===== config.mk =====
export PLATFORM = sky130hd
export DESIGN_NAME = calc_controller_flat
export DESIGN_NICKNAME = d
export VERILOG_FILES = /design/src/rtl/calc_controller_if.sv /design/src/rtl/calc_controller.sv /design/src/flat_wrapper.sv
export SDC_FILE = /design/constraint.sdc
export NUM_CORES = 1
export LEC_CHECK = 0
export BUFFER_PORTS_ARGS = -buffer_cell sky130_fd_sc_hd__buf_2
export CORE_UTILIZATION = 51
export DETAILED_ROUTE_END_ITERATION = 12
export HOLD_SLACK_MARGIN = 0.02
export PLACE_DENSITY = 0.79
export SKIP_CTS_REPAIR_TIMING = 1
export SYNTH_ARGS = -nofsm -noshare
export SYNTH_HDL_FRONTEND = slang
export SYNTH_SLANG_ARGS = --single-unit

===== constraint.sdc =====
create_clock -name clk -period 8 [get_ports clk]
set_input_delay 1.6 -clock clk [delete_from_list [all_inputs] [get_ports clk]]
set_output_delay 1.6 -clock clk [all_outputs]
set_load 0.01 [all_outputs]

===== src/rtl/calc_controller_if.sv =====
// calc_controller_if: keypad strobes in, display value and status flags out.
// master = keypad side (drives strobes), slave = calc_controller.
interface calc_controller_if #(
  parameter int WIDTH = 16
);
  logic             newhex;
  logic [3:0]       hexcode;
  logic             newop;
  logic [1:0]       opcode;
  logic             eq;
  logic [WIDTH-1:0] display;
  logic             neg;
  logic             ovf;
  logic             op_pend;

  modport master (
    output newhex, hexcode, newop, opcode, eq,
    input  display, neg, ovf, op_pend
  );

  modport slave (
    input  newhex, hexcode, newop, opcode, eq,
    output display, neg, ovf, op_pend
  );
endinterface


===== src/rtl/calc_controller.sv =====
// calc_controller: hex operand entry, pending operator, add/sub/mul eval.
// Ports: clk, rst_n (async low), bus (slave: strobes in, display/flags out).
// CALC_OVF_DETECT_EN: when defined, ovf tracks add carry / mul truncation.
module calc_controller #(
  parameter int WIDTH = 16
) (
  input logic              clk,
  input logic              rst_n,
  calc_controller_if.slave bus
);
  localparam int DIGITS = WIDTH / 4;
  localparam int NW = $clog2(DIGITS + 1);
  localparam logic [NW-1:0] DIG = NW'(DIGITS);

  typedef enum logic [1:0] {
    ENTRY_A, OP_WAIT, ENTRY_B, RESULT
  } state_t;

  state_t           state_q, state_d;
  logic [WIDTH-1:0] acc_q, acc_d;
  logic [WIDTH-1:0] entry_q, entry_d;
  logic [1:0]       op_q, op_d;
  logic [NW-1:0]    ndig_q, ndig_d;
  logic             neg_q;
  logic             hex_q, opk_q, eq_q;
  logic             eq_e, op_e, hex_e;
  logic             upd, clr;

  // Rising-edge detect with eq > op > hex priority.
  assign eq_e  = bus.eq & ~eq_q;
  assign op_e  = bus.newop & ~opk_q & ~eq_e;
  assign hex_e = bus.newhex & ~hex_q & ~eq_e & ~op_e;

  // eq while waiting on operand B folds acc with itself.
  logic [WIDTH-1:0] rhs, add_r, mul_r, res;
  logic             eval_neg;

  assign rhs = (state_q == OP_WAIT) ? acc_q : entry_q;

`ifdef CALC_OVF_DETECT_EN
  logic [WIDTH:0]     sum;
  logic [2*WIDTH-1:0] prod;
  logic               eval_ovf;
  logic               ovf_q;

  assign sum   = {1'b0, acc_q} + {1'b0, rhs};
  assign prod  = {{WIDTH{1'b0}}, acc_q}
               * {{WIDTH{1'b0}}, rhs};
  assign add_r = sum[WIDTH-1:0];
  assign mul_r = prod[WIDTH-1:0];

  always_comb begin
    eval_ovf = 1'b0;
    unique case (op_q)
      2'b01:   eval_ovf = |prod[2*WIDTH-1:WIDTH];
      2'b10:   eval_ovf = 1'b0;
      default: eval_ovf = sum[WIDTH];
    endcase
  end

  always_ff @(posedge clk or negedge rst_n) begin
    if (!rst_n) begin
      ovf_q <= 1'b0;
    end else if (clr) begin
      ovf_q <= 1'b0;
    end else if (upd) begin
      ovf_q <= eval_ovf;
    end
  end

  assign bus.ovf = ovf_q;
`else
  assign add_r   = acc_q + rhs;
  assign mul_r   = acc_q * rhs;
  assign bus.ovf = 1'b0;
`endif

  always_comb begin
    res = add_r;
    unique case (op_q)
      2'b01:   res = mul_r;
      2'b10:   res = acc_q - rhs;
      default: res = add_r;
    endcase
  end

  assign eval_neg = (op_q == 2'b10) && (acc_q < rhs);

  // State and datapath registers.
  always_ff @(posedge clk or negedge rst_n) begin
    if (!rst_n) begin
      state_q <= ENTRY_A;
      acc_q   <= '0;
      entry_q <= '0;
      op_q    <= '0;
      ndig_q  <= '0;
      neg_q   <= 1'b0;
      hex_q   <= 1'b0;
      opk_q   <= 1'b0;
      eq_q    <= 1'b0;
    end else begin
      state_q <= state_d;
      acc_q   <= acc_d;
      entry_q <= entry_d;
      op_q    <= op_d;
      ndig_q  <= ndig_d;
      hex_q   <= bus.newhex;
      opk_q   <= bus.newop;
      eq_q    <= bus.eq;
      if (clr) begin
        neg_q <= 1'b0;
      end else if (upd) begin
        neg_q <= eval_neg;
      end
    end
  end

  // Next state and datapath.
  always_comb begin
    state_d = state_q;
    acc_d   = acc_q;
    entry_d = entry_q;
    op_d    = op_q;
    ndig_d  = ndig_q;
    upd     = 1'b0;
    clr     = 1'b0;
    unique case (1'b1)
      eq_e: begin
        unique case (state_q)
          ENTRY_A: state_d = RESULT;
          OP_WAIT, ENTRY_B: begin
            entry_d = res;
            upd     = 1'b1;
            state_d = RESULT;
          end
          default: ;
        endcase
      end
      op_e: begin
        op_d = bus.opcode;
        unique case (state_q)
          ENTRY_A, RESULT: begin
            acc_d   = entry_q;
            state_d = OP_WAIT;
          end
          ENTRY_B: begin
            acc_d   = res;
            entry_d = res;
            upd     = 1'b1;
            state_d = OP_WAIT;
          end
          default: ;
        endcase
      end
      hex_e: begin
        unique case (state_q)
          ENTRY_A, ENTRY_B: begin
            if (ndig_q != DIG) begin
              entry_d = (entry_q << 4)
                      | WIDTH'(bus.hexcode);
              ndig_d  = ndig_q + NW'(1);
            end
          end
          OP_WAIT: begin
            entry_d = WIDTH'(bus.hexcode);
            ndig_d  = NW'(1);
            state_d = ENTRY_B;
          end
          default: begin
            acc_d   = '0;
            entry_d = WIDTH'(bus.hexcode);
            ndig_d  = NW'(1);
            clr     = 1'b1;
            state_d = ENTRY_A;
          end
        endcase
      end
      default: ;
    endcase
  end

  // Outputs.
  always_comb begin
    bus.display = entry_q;
    bus.neg     = neg_q;
    bus.op_pend = (state_q == OP_WAIT);
  end
endmodule


===== src/flat_wrapper.sv =====
// flat-port wrapper written by rule: the top's interface ports become plain ports
module calc_controller_flat 
#(
  parameter int WIDTH = 16
)
  (clk, rst_n, bus_newhex, bus_hexcode, bus_newop, bus_opcode, bus_eq, bus_display, bus_neg, bus_ovf, bus_op_pend);
  calc_controller_if #(.WIDTH(WIDTH)) bus_i ();
  input logic clk;
  input logic rst_n;
  input wire logic [$bits(bus_i.newhex)-1:0] bus_newhex;
  input wire logic [$bits(bus_i.hexcode)-1:0] bus_hexcode;
  input wire logic [$bits(bus_i.newop)-1:0] bus_newop;
  input wire logic [$bits(bus_i.opcode)-1:0] bus_opcode;
  input wire logic [$bits(bus_i.eq)-1:0] bus_eq;
  output wire logic [$bits(bus_i.display)-1:0] bus_display;
  output wire logic [$bits(bus_i.neg)-1:0] bus_neg;
  output wire logic [$bits(bus_i.ovf)-1:0] bus_ovf;
  output wire logic [$bits(bus_i.op_pend)-1:0] bus_op_pend;
  assign bus_i.newhex = bus_newhex;
  assign bus_i.hexcode = bus_hexcode;
  assign bus_i.newop = bus_newop;
  assign bus_i.opcode = bus_opcode;
  assign bus_i.eq = bus_eq;
  assign bus_display = bus_i.display;
  assign bus_neg = bus_i.neg;
  assign bus_ovf = bus_i.ovf;
  assign bus_op_pend = bus_i.op_pend;
  calc_controller #(.WIDTH(WIDTH)) u_core (.clk(clk), .rst_n(rst_n), .bus(bus_i));
endmodule

### Word level (Yosys, flattened, before mapping)

Index checks and enable logic that the tools add are counted.

| storage, ports and cells | value |
|---|---|
| logic and storage cells | 78 |
| input port bits | 11 |
| register bits after elaboration | 43 |
| output and inout bits | 19 |

| cells by class | value |
|---|---|
| muxes and demuxes | 23 |
| eq/ne operators | 15 |
| magnitude comparators | 1 |
| add/subtract/negate cells | 3 |
| $mul | 1 |
| reduce and logical (&&, ||, !) cells | 14 |
| bitwise gates (word level) | 12 |

Operators with widths:

| cell | number |
|---|---|
| 16-bit two-way mux | 6 |
| 16-bit case mux with 2 select lines | 3 |
| 16-bit case mux with 3 select lines | 1 |
| 16-bit adder | 1 |
| 16-bit less-than comparator | 1 |
| 16-bit by 16-bit multiplier with 16-bit output | 1 |
| 16-bit by 4-bit OR with 16-bit output | 1 |
| 16-bit subtractor | 1 |
| 2-bit inequality test, second input constant | 6 |
| 3-bit inequality test, second input constant | 3 |
| 4-bit AND reduction | 2 |
| 1-bit AND | 6 |
| 2-bit == test, second input constant | 3 |
| 1-bit two-way mux | 6 |
| 3-bit two-way mux | 2 |
| 2-bit case mux with 3 select lines | 1 |
| 2-bit OR reduction | 3 |
| 3-bit OR reduction | 2 |
| 1-bit NOT | 5 |
| 2-bit by 1-bit == test with 1-bit output, second input constant | 2 |
| 2-bit two-way mux | 2 |
| 2-bit case mux with 2 select lines | 1 |
| 2-bit nonzero test | 2 |
| 3-bit by 1-bit adder with 3-bit output, second input constant | 1 |
| other kinds (7) | 7 |

### Logic depth before layout (Yosys ltp)

Gate-level depths: netlist (run 1).

| depth | value |
|---|---|
| word-level depth | 8 |
| depth in mapped cells | 28 |

### Least setup slack after synthesis (run 1)

OpenSTA, ideal clock, no wires.

| timing path | value |
|---|---|
| kind | flip-flop to flip-flop |
| start | register u_core.state_q[1] |
| end | register u_core.acc_q[15] |
| arrival time | 6.695 ns |
| slack | 1.185 ns |
| path buffers | 2 |
| library setup time | 0.120 ns |
| stages on the path, launching flop included | 28 |
| cells stage by stage | dfrtp_1 inv_1 ha_1 buf_6 mux2_2 clkbuf_1 and2_1 fa_1 inv_1 fa_1 fa_1 inv_1 ha_1 fa_1 inv_1 fa_1 inv_1 ha_1 and2_1 a22o_1 a311oi_1 o21bai_1 a21oi_1 o21ai_0 xnor2_1 a222oi_1 a21oi_1 a31o_1 |

| between the ends | value |
|---|---|
| cells in the longest elaborated chain, start to end | 6 |

Ends and longest elaborated chain:

| element | line | source |
|---|---|---|
| from (decl) | calc_controller.sv:19 | `state_t state_q, state_d;` |
| from (signal assigned) | calc_controller.sv:102 | `state_q <= state_d;` |
| 2-bit by 1-bit == test with 1-bit output (*) | n/a |  |
| net bus_op_pend | flat_wrapper.sv:18 | `output wire logic [$bits(bus_i.op_pend)-1:0] bus_op_pend;` |
| 16-bit two-way mux | calc_controller.sv:38 | `assign rhs = (state_q == OP_WAIT) ? acc_q : entry_q;` |
| 16-bit by 16-bit multiplier with 16-bit output (tied with other cells) | calc_controller.sv:74 | `assign mul_r = acc_q * rhs;` |
| 16-bit case mux with 2 select lines | calc_controller.sv:80 | `unique case (op_q)` |
| 16-bit case mux with 2 select lines | calc_controller.sv:141 | `unique case (state_q)` |
| 16-bit case mux with 2 select lines | calc_controller.sv:127 | `unique case (1'b1)` |
| to (signal assigned) | calc_controller.sv:93 | `acc_q <= '0;` |
| to (signal assigned) | calc_controller.sv:103 | `acc_q <= acc_d;` |
| to (decl) | calc_controller.sv:20 | `logic [WIDTH-1:0] acc_q, acc_d;` |

The timed path passes the listed nets; every way through them passes the cells marked *.
A chain may end at the register's enable or synchronous reset.

### Worst setup path after layout (run 1)

| timing path | value |
|---|---|
| start | register u_core.state_q[1] |
| end | register u_core.acc_q[15] |

| between the ends | value |
|---|---|
| cells in the longest elaborated chain, start to end | 6 |

Ends and longest elaborated chain:

| element | line |
|---|---|
| 2-bit by 1-bit == test with 1-bit output | calc_controller.sv:38, calc_controller.sv:156 |
| 16-bit two-way mux | calc_controller.sv:38 |
| 16-bit by 16-bit multiplier with 16-bit output (tied with other cells) | calc_controller.sv:74 |
| 16-bit case mux with 2 select lines | calc_controller.sv:80 |
| 16-bit case mux with 2 select lines | calc_controller.sv:141 |
| 16-bit case mux with 2 select lines | calc_controller.sv:127 |

Parallel ways exist; a longest one is shown, timed or not.

==> results.ini, run 1 <==
[status]
outcome=finished, final reports clean

[floorplan]
die_w_um=125.6
die_h_um=125.6
num_rows=44
die_area_mm2=0.01578
start_util_pct=53.03
core-area_mm2=0.01470
num_io_pins=30

[setup_path]
path_buf_inv=6
cp-end-kind=register
crit_required_ps=8180
slowest_delay_ps=520
crit_family=adder cells
r2r_end=u_core.acc_q[15]
reg2reg_from=u_core.state_q[1]
r2r_cells=26
crit_arrival_ps=7680
rrSetupSlack_ps=500
cp-start-kind=register
worstPathMaxFanout=13
worstSetupPathType=reg -> reg
cp_slowest_cell=fa_1

[worst_hold_path]
min_path_type=reg -> reg
hold_start=u_core.ndig_q[0]
min_path_cells=1
hold_path_end=u_core.ndig_q[0]

[clock_network]
clk_pin_slew_ps=60
tritoncts=done
cts-buffers-inserted=5
cts-root-buf=clkbuf_16
htreeDepth=2
clock_latency_ps=290
clockBufferDepth=2
clock-sinks=43

[layout]
ff_latch_area_mm2=0.001076
layout_common_cells=154 x inv_1, 98 x nand2_1, 89 x ha_1
final_common_cell=inv_1
final_cell_count_no_fill=1128
synthToLayoutAreaGrowth_pct=5.795
fin_nets=1125
n_antenna_cell=0
fillers=1311
multiInputGateArea_mm2=0.005951
drive_above_1_share_pct=7.309

[global_route]
grt_busiest_layer=met2
grt_pass1_wl_um=33890
grt_max_degree=44
use_met1_pct=37.48
grt.overflow.total=0
use_met3_pct=2.719
antenna_found_initial=0
grt_pass1_vias=6634
grtUsageMet2_pct=43.43
grt.total_usage_pct=26.88

[synthesis]
ys_seq_area_share_pct=13.80
synth_edf_count=0
yosysTopAreaCell=fa_1
yosysTopAreaCellShare_pct=21.06
netlist_area_mm2=0.007795
synthCells=943
synth_top_flop_cell=dfrtp_1
ys_top_cells_by_area=fa_1 21%, ha_1 14%, dfrtp_1 14%
ys_warn_count=0
ys_seq_elements=43
synthArstFlopShare_pct=100.0
yosys.cell_types.count=67
avgSynthCellArea_um2=8.266
syn_nets=1125

[routing]
initialDrtViolationCount=565
route.detailed.drc=0
routed_via_density=5.909
drtAntennaViolNets=0
dr_total_vias=6665
routed_wl_um=20470
dr.pass1.iters=6
wl_per_cell_um=18.15

[sta]
hold_ws_ps=501.8
rsz0062_at_grt=no
finalMaxSlewViolations=0
tightest_slew_ps=1014
relSlewSlack_pct=32.37
final-hold-violation-count=0
period_needed_ps=7500
tns_ps=0
setup_viol=0
skew_ps=5.801
timing.final.crit_share_pct=93.74
clock.fmax_mhz=133.3

[placed_design]
place.gp.congestion=0.9552
port_buffers=28
place_inst=1120
place_hpwl_um=15870

[job]
cap_violations=0

==> cell type report <==
cell class / count / area share, %
well taps: 184 / 2.792
clock inverters: 3 / 0.8648
flip-flops and latches: 43 / 13.05
multi-input cells: 700 / 72.16
clock buffers: 5 / 1.517
repair buffers: 37 / 2.519
inverters: 156 / 7.101
==> per-stage QoR <==
stage,util (%),worst slack [ps],cell area (um^2)
finish,56.10,500.5,8247
global route,56.10,180.5,8247
CTS,56.10,596.4,8247
detailed placement,54.77,634.5,8050
global placement,54.77,782.9,8050
floorplan,-,1185,7795
==> synthesized netlist by cell type, drive strengths merged, types with 3 or more instances <==
cell type and instances:
o211ai 6, o21ai 49, a22o 3, o21a 6
a21oi 49, mux2i 5, fa 82, o221ai 8
o31ai 3, nor2 59, and2 48, nor3 9
a31o 4, a21o 11, nor2b 6, a22oi 4
buf 7, xor2 5, xnor2 37, nand2 100
and3 6, clkbuf 37, a211oi 7, a31oi 13
dfrtp 43, o21bai 9, a311oi 3, nand2b 7
ha 89, mux2 15, nor4 3, nand3 18
inv 155, a221o 5
==> routing by layer <==
layer  wire (um)  vias up
met5           0        -
met4         660        0
met3        1491       50
met2        9379      300
met1        8941     3224
li1            -     3091
==> kinds of logic (layout without fill, tap and decap cells) <==
kind of cell / Yosys count / after routing / share of synthesized area (%)
compound gates: 200 / 200 / 16.63
xor+xnor: 43 / 43 / 5.104
fa+ha+maj: 171 / 171 / 35.35
buf+inv: 200 / 201 / 9.904
flops: 43 / 43 / 13.80
mux: 20 / 20 / 3.290
other cells: 1 / 1 / 0.04811
simple gates: 265 / 265 / 15.87
==> worst max path at each step <==
stage	slack, ps	start	cells past startpoint	endpoint
2_1_floorplan	1190	u_core.state_q[1]	27	u_core.acc_q[15]
3_3_place_gp	780	u_core.state_q[1]	26	u_core.acc_q[15]
3_5_place_dp	630	u_core.state_q[1]	26	u_core.acc_q[15]
4_1_cts	600	u_core.state_q[1]	26	u_core.acc_q[15]
5_1_grt	180	u_core.state_q[1]	26	u_core.acc_q[15]
6_report	500	u_core.state_q[1]	26	u_core.acc_q[15]
==> sequential cells by signal (all words and copies together), names as in the netlist <==
register            flops
u_core.ndig_q           3
u_core.bus.neg          1
u_core.eq_q             1
u_core.state_q          2
u_core.bus.display     16
u_core.acc_q           16
u_core.opk_q            1
u_core.op_q             2
u_core.hex_q            1
==> worst register-to-register path, stage by stage (launching register included) <==
cell and delay (ps):
dfrtp_1 420, inv_1 120, ha_1 360, buf_4 320, mux2_4 390, and2_1 190, fa_1 500, inv_1 50
fa_1 460, fa_1 520, inv_1 40, ha_1 280, fa_1 480, inv_1 50, fa_1 470, inv_1 40
ha_1 320, and2_1 170, a22o_1 200, a311oi_1 410, o21bai_1 100, a21oi_1 350, o21ai_0 210, xnor2_1 180
a222oi_1 420, a21oi_1 120, a31o_1 220
Power of run 1 is left out: the tool's default activity adds up to more than one toggle a clock period on the data nets, which glitch-free logic cannot reach.
==> inputs of run 2 (changes only) <==
CELL_PAD_IN_SITES_DETAIL_PLACEMENT = 0   (was unset)
CELL_PAD_IN_SITES_GLOBAL_PLACEMENT = 1   (was unset)
CORE_UTILIZATION = 49   (was 51)
PLACE_DENSITY = 0.93   (was 0.79)
SETUP_SLACK_MARGIN = 0.5   (was unset)
==> run 2 against run 1 <==
- utilization decreased by 2.2 points
- routed wire length is 0.30% higher
- cell area is 0.56% higher
- worst setup slack better by 340 ps
- global-route usage decreased by 0.42 points
- fmax rose by 4.8%
- first-iteration DRC count decreased by 40%
- final cell count up 2.7%
- register-to-register slack improved by 340 ps
- die area rose by 4.0%
- critical path depth is 2 lower
- via count down 1.5%
==> results.ini, run 2 (same netlist as run 1, synthesis figures left out) <==
[clock_network]
htreeDepth=2
clock-sinks=43
cts-buffers-inserted=5
clock_latency_ps=290
clk_pin_slew_ps=60
tritoncts=done
clockBufferDepth=2
cts-root-buf=clkbuf_16

[floorplan]
core-area_mm2=0.01537
die_h_um=128.1
num_io_pins=30
die_area_mm2=0.01642
num_rows=45
die_w_um=128.1
start_util_pct=50.71

[layout]
fin_nets=1130
n_antenna_cell=0
synthToLayoutAreaGrowth_pct=6.388
drive_above_1_share_pct=8.017
layout_common_cells=154 x inv_1, 98 x nand2_1, 88 x ha_1
final_common_cell=inv_1
fillers=1439

[routing]
topRoutingLayerUsed=met4
route.met3.wl_um=1277
initialDrtViolationCount=340
wl_met2_um=9445
dr_total_vias=6563
dr.pass1.iters=7
route.detailed.drc=0
wl_per_cell_um=17.72
routed_via_density=5.663
drtAntennaViolNets=0
drt-met1-wl_um=9081
routed_wl_um=20530

[setup_path]
cp-end-kind=register
worstPathMaxFanout=11
cp-start-kind=register
worstSetupPathType=reg -> reg
crit_arrival_ps=7330
crit_top_cell=fa_1
cp_cell_sequence=inv_1, ha_4, mux2_2, buf_4, and2_1, fa_1, inv_1, fa_1, inv_1, fa_1, fa_1, inv_1, fa_1, fa_1, xor2_1, xnor2_1, xnor2_1, xnor2_1, xnor3_1, xnor2_1, xnor2_1, a222oi_1, a21oi_1, a31o_1
crit_required_ps=8180
cp_slowest_cell=fa_1
crit_family=adder cells
path_buf_inv=5
slowest_delay_ps=550

[global_route]
antenna_found_initial=0
grt.overflow.total=0
grt.total_usage_pct=26.47
grt_max_degree=44
grt_pass1_vias=6555
grt_pass1_wl_um=33670

[sta]
rsz0062_at_grt=no
finalMaxSlewViolations=0
relSlewSlack_pct=28.65
tightest_slew_ps=1070
clock.fmax_mhz=139.7
skew_ps=5.151
setup_slack_ps=842.3
tns_ps=0
period_needed_ps=7158
final-hold-violation-count=0
timing.final.crit_share_pct=89.47
setup_viol=0

[placed_design]
port_buffers=28
place_hpwl_um=16120
dp_slack_ps=642.0
place.gp.congestion=0.9551

[status]
outcome=finished, final reports clean

[worst_hold_path]
min_path_type=reg -> reg

[job]
cap_violations=0

==> run 2: changes by cell type in the layout (fill, tap and decap cells not counted), sizes merged <==
cell / before / now
inv: 156 / 155
clkinv: 1 / 2
buf: 37 / 42
clkbuf: 5 / 6
bufinv: 2 / 0
==> run 2: layout make-up <==
cell class	count	area [um^2]	share of cell area, %
Inverter	156	585.6	7.061
Tap cell	211	264.0	3.183
Clock buffer	6	138.9	1.675
Multi-Input combinational cell	700	5974	72.04
Clock inverter	1	5.005	0.06035
Sequential cell	43	1076	12.98
Timing Repair Buffer	42	249.0	3.002
==> run 2: worst reg2reg max path, cell delays in order (launching register included) <==
cell      delay [ps]
dfrtp_1          420
inv_1            150
ha_4             230
mux2_2           460
buf_4            200
and2_1           190
fa_1             550
inv_1             60
fa_1             520
inv_1             50
fa_1             480
fa_1             550
inv_1             50
fa_1             450
fa_1             410
xor2_1           170
xnor2_1          240
xnor2_1          170
xnor2_1          160
xnor3_1          450
xnor2_1          150
xnor2_1          150
a222oi_1         440
a21oi_1          130
a31o_1           230
==> run 2: routing by layer <==
layer	GRT usage (%)	up-vias
li1	-	3093
met1	35.30	3200
met2	43.57	220
met3	3.798	50
met4	10.10	0
met5	0	-
==> run 2: path summary, 6_finish.rpt <==
| check | start | end | slack, ps | cells past startpoint |
|---|---|---|---|---|
| min reg2reg | u_core.ndig_q[0] | u_core.ndig_q[0] | 500 | 1 |
| max | u_core.state_q[1] | u_core.acc_q[15] | 840 | 24 |
| min in group asynchronous | rst_n | u_core.acc_q[14] | 1470 | 1 |
| max reg2reg | u_core.state_q[1] | u_core.acc_q[15] | 840 | 24 |
| max in group asynchronous | rst_n | u_core.ndig_q[2] | 5910 | 1 |
| min | u_core.ndig_q[0] | u_core.ndig_q[0] | 500 | 1 |
==> run 2: stage by stage <==
step	instance area, um^2	instances	util (%)	hold WS [ps]
final	8293	1159	53.95	502.4
after global routing	8293	1159	53.95	535.8
after CTS	8265	1159	53.77	499.5
after detailed placement	8122	1152	52.84	479.0
after global placement	8122	1152	52.84	481.7
after floorplan	7795	943	-	468.4
Power of run 2 is left out for the same reason.
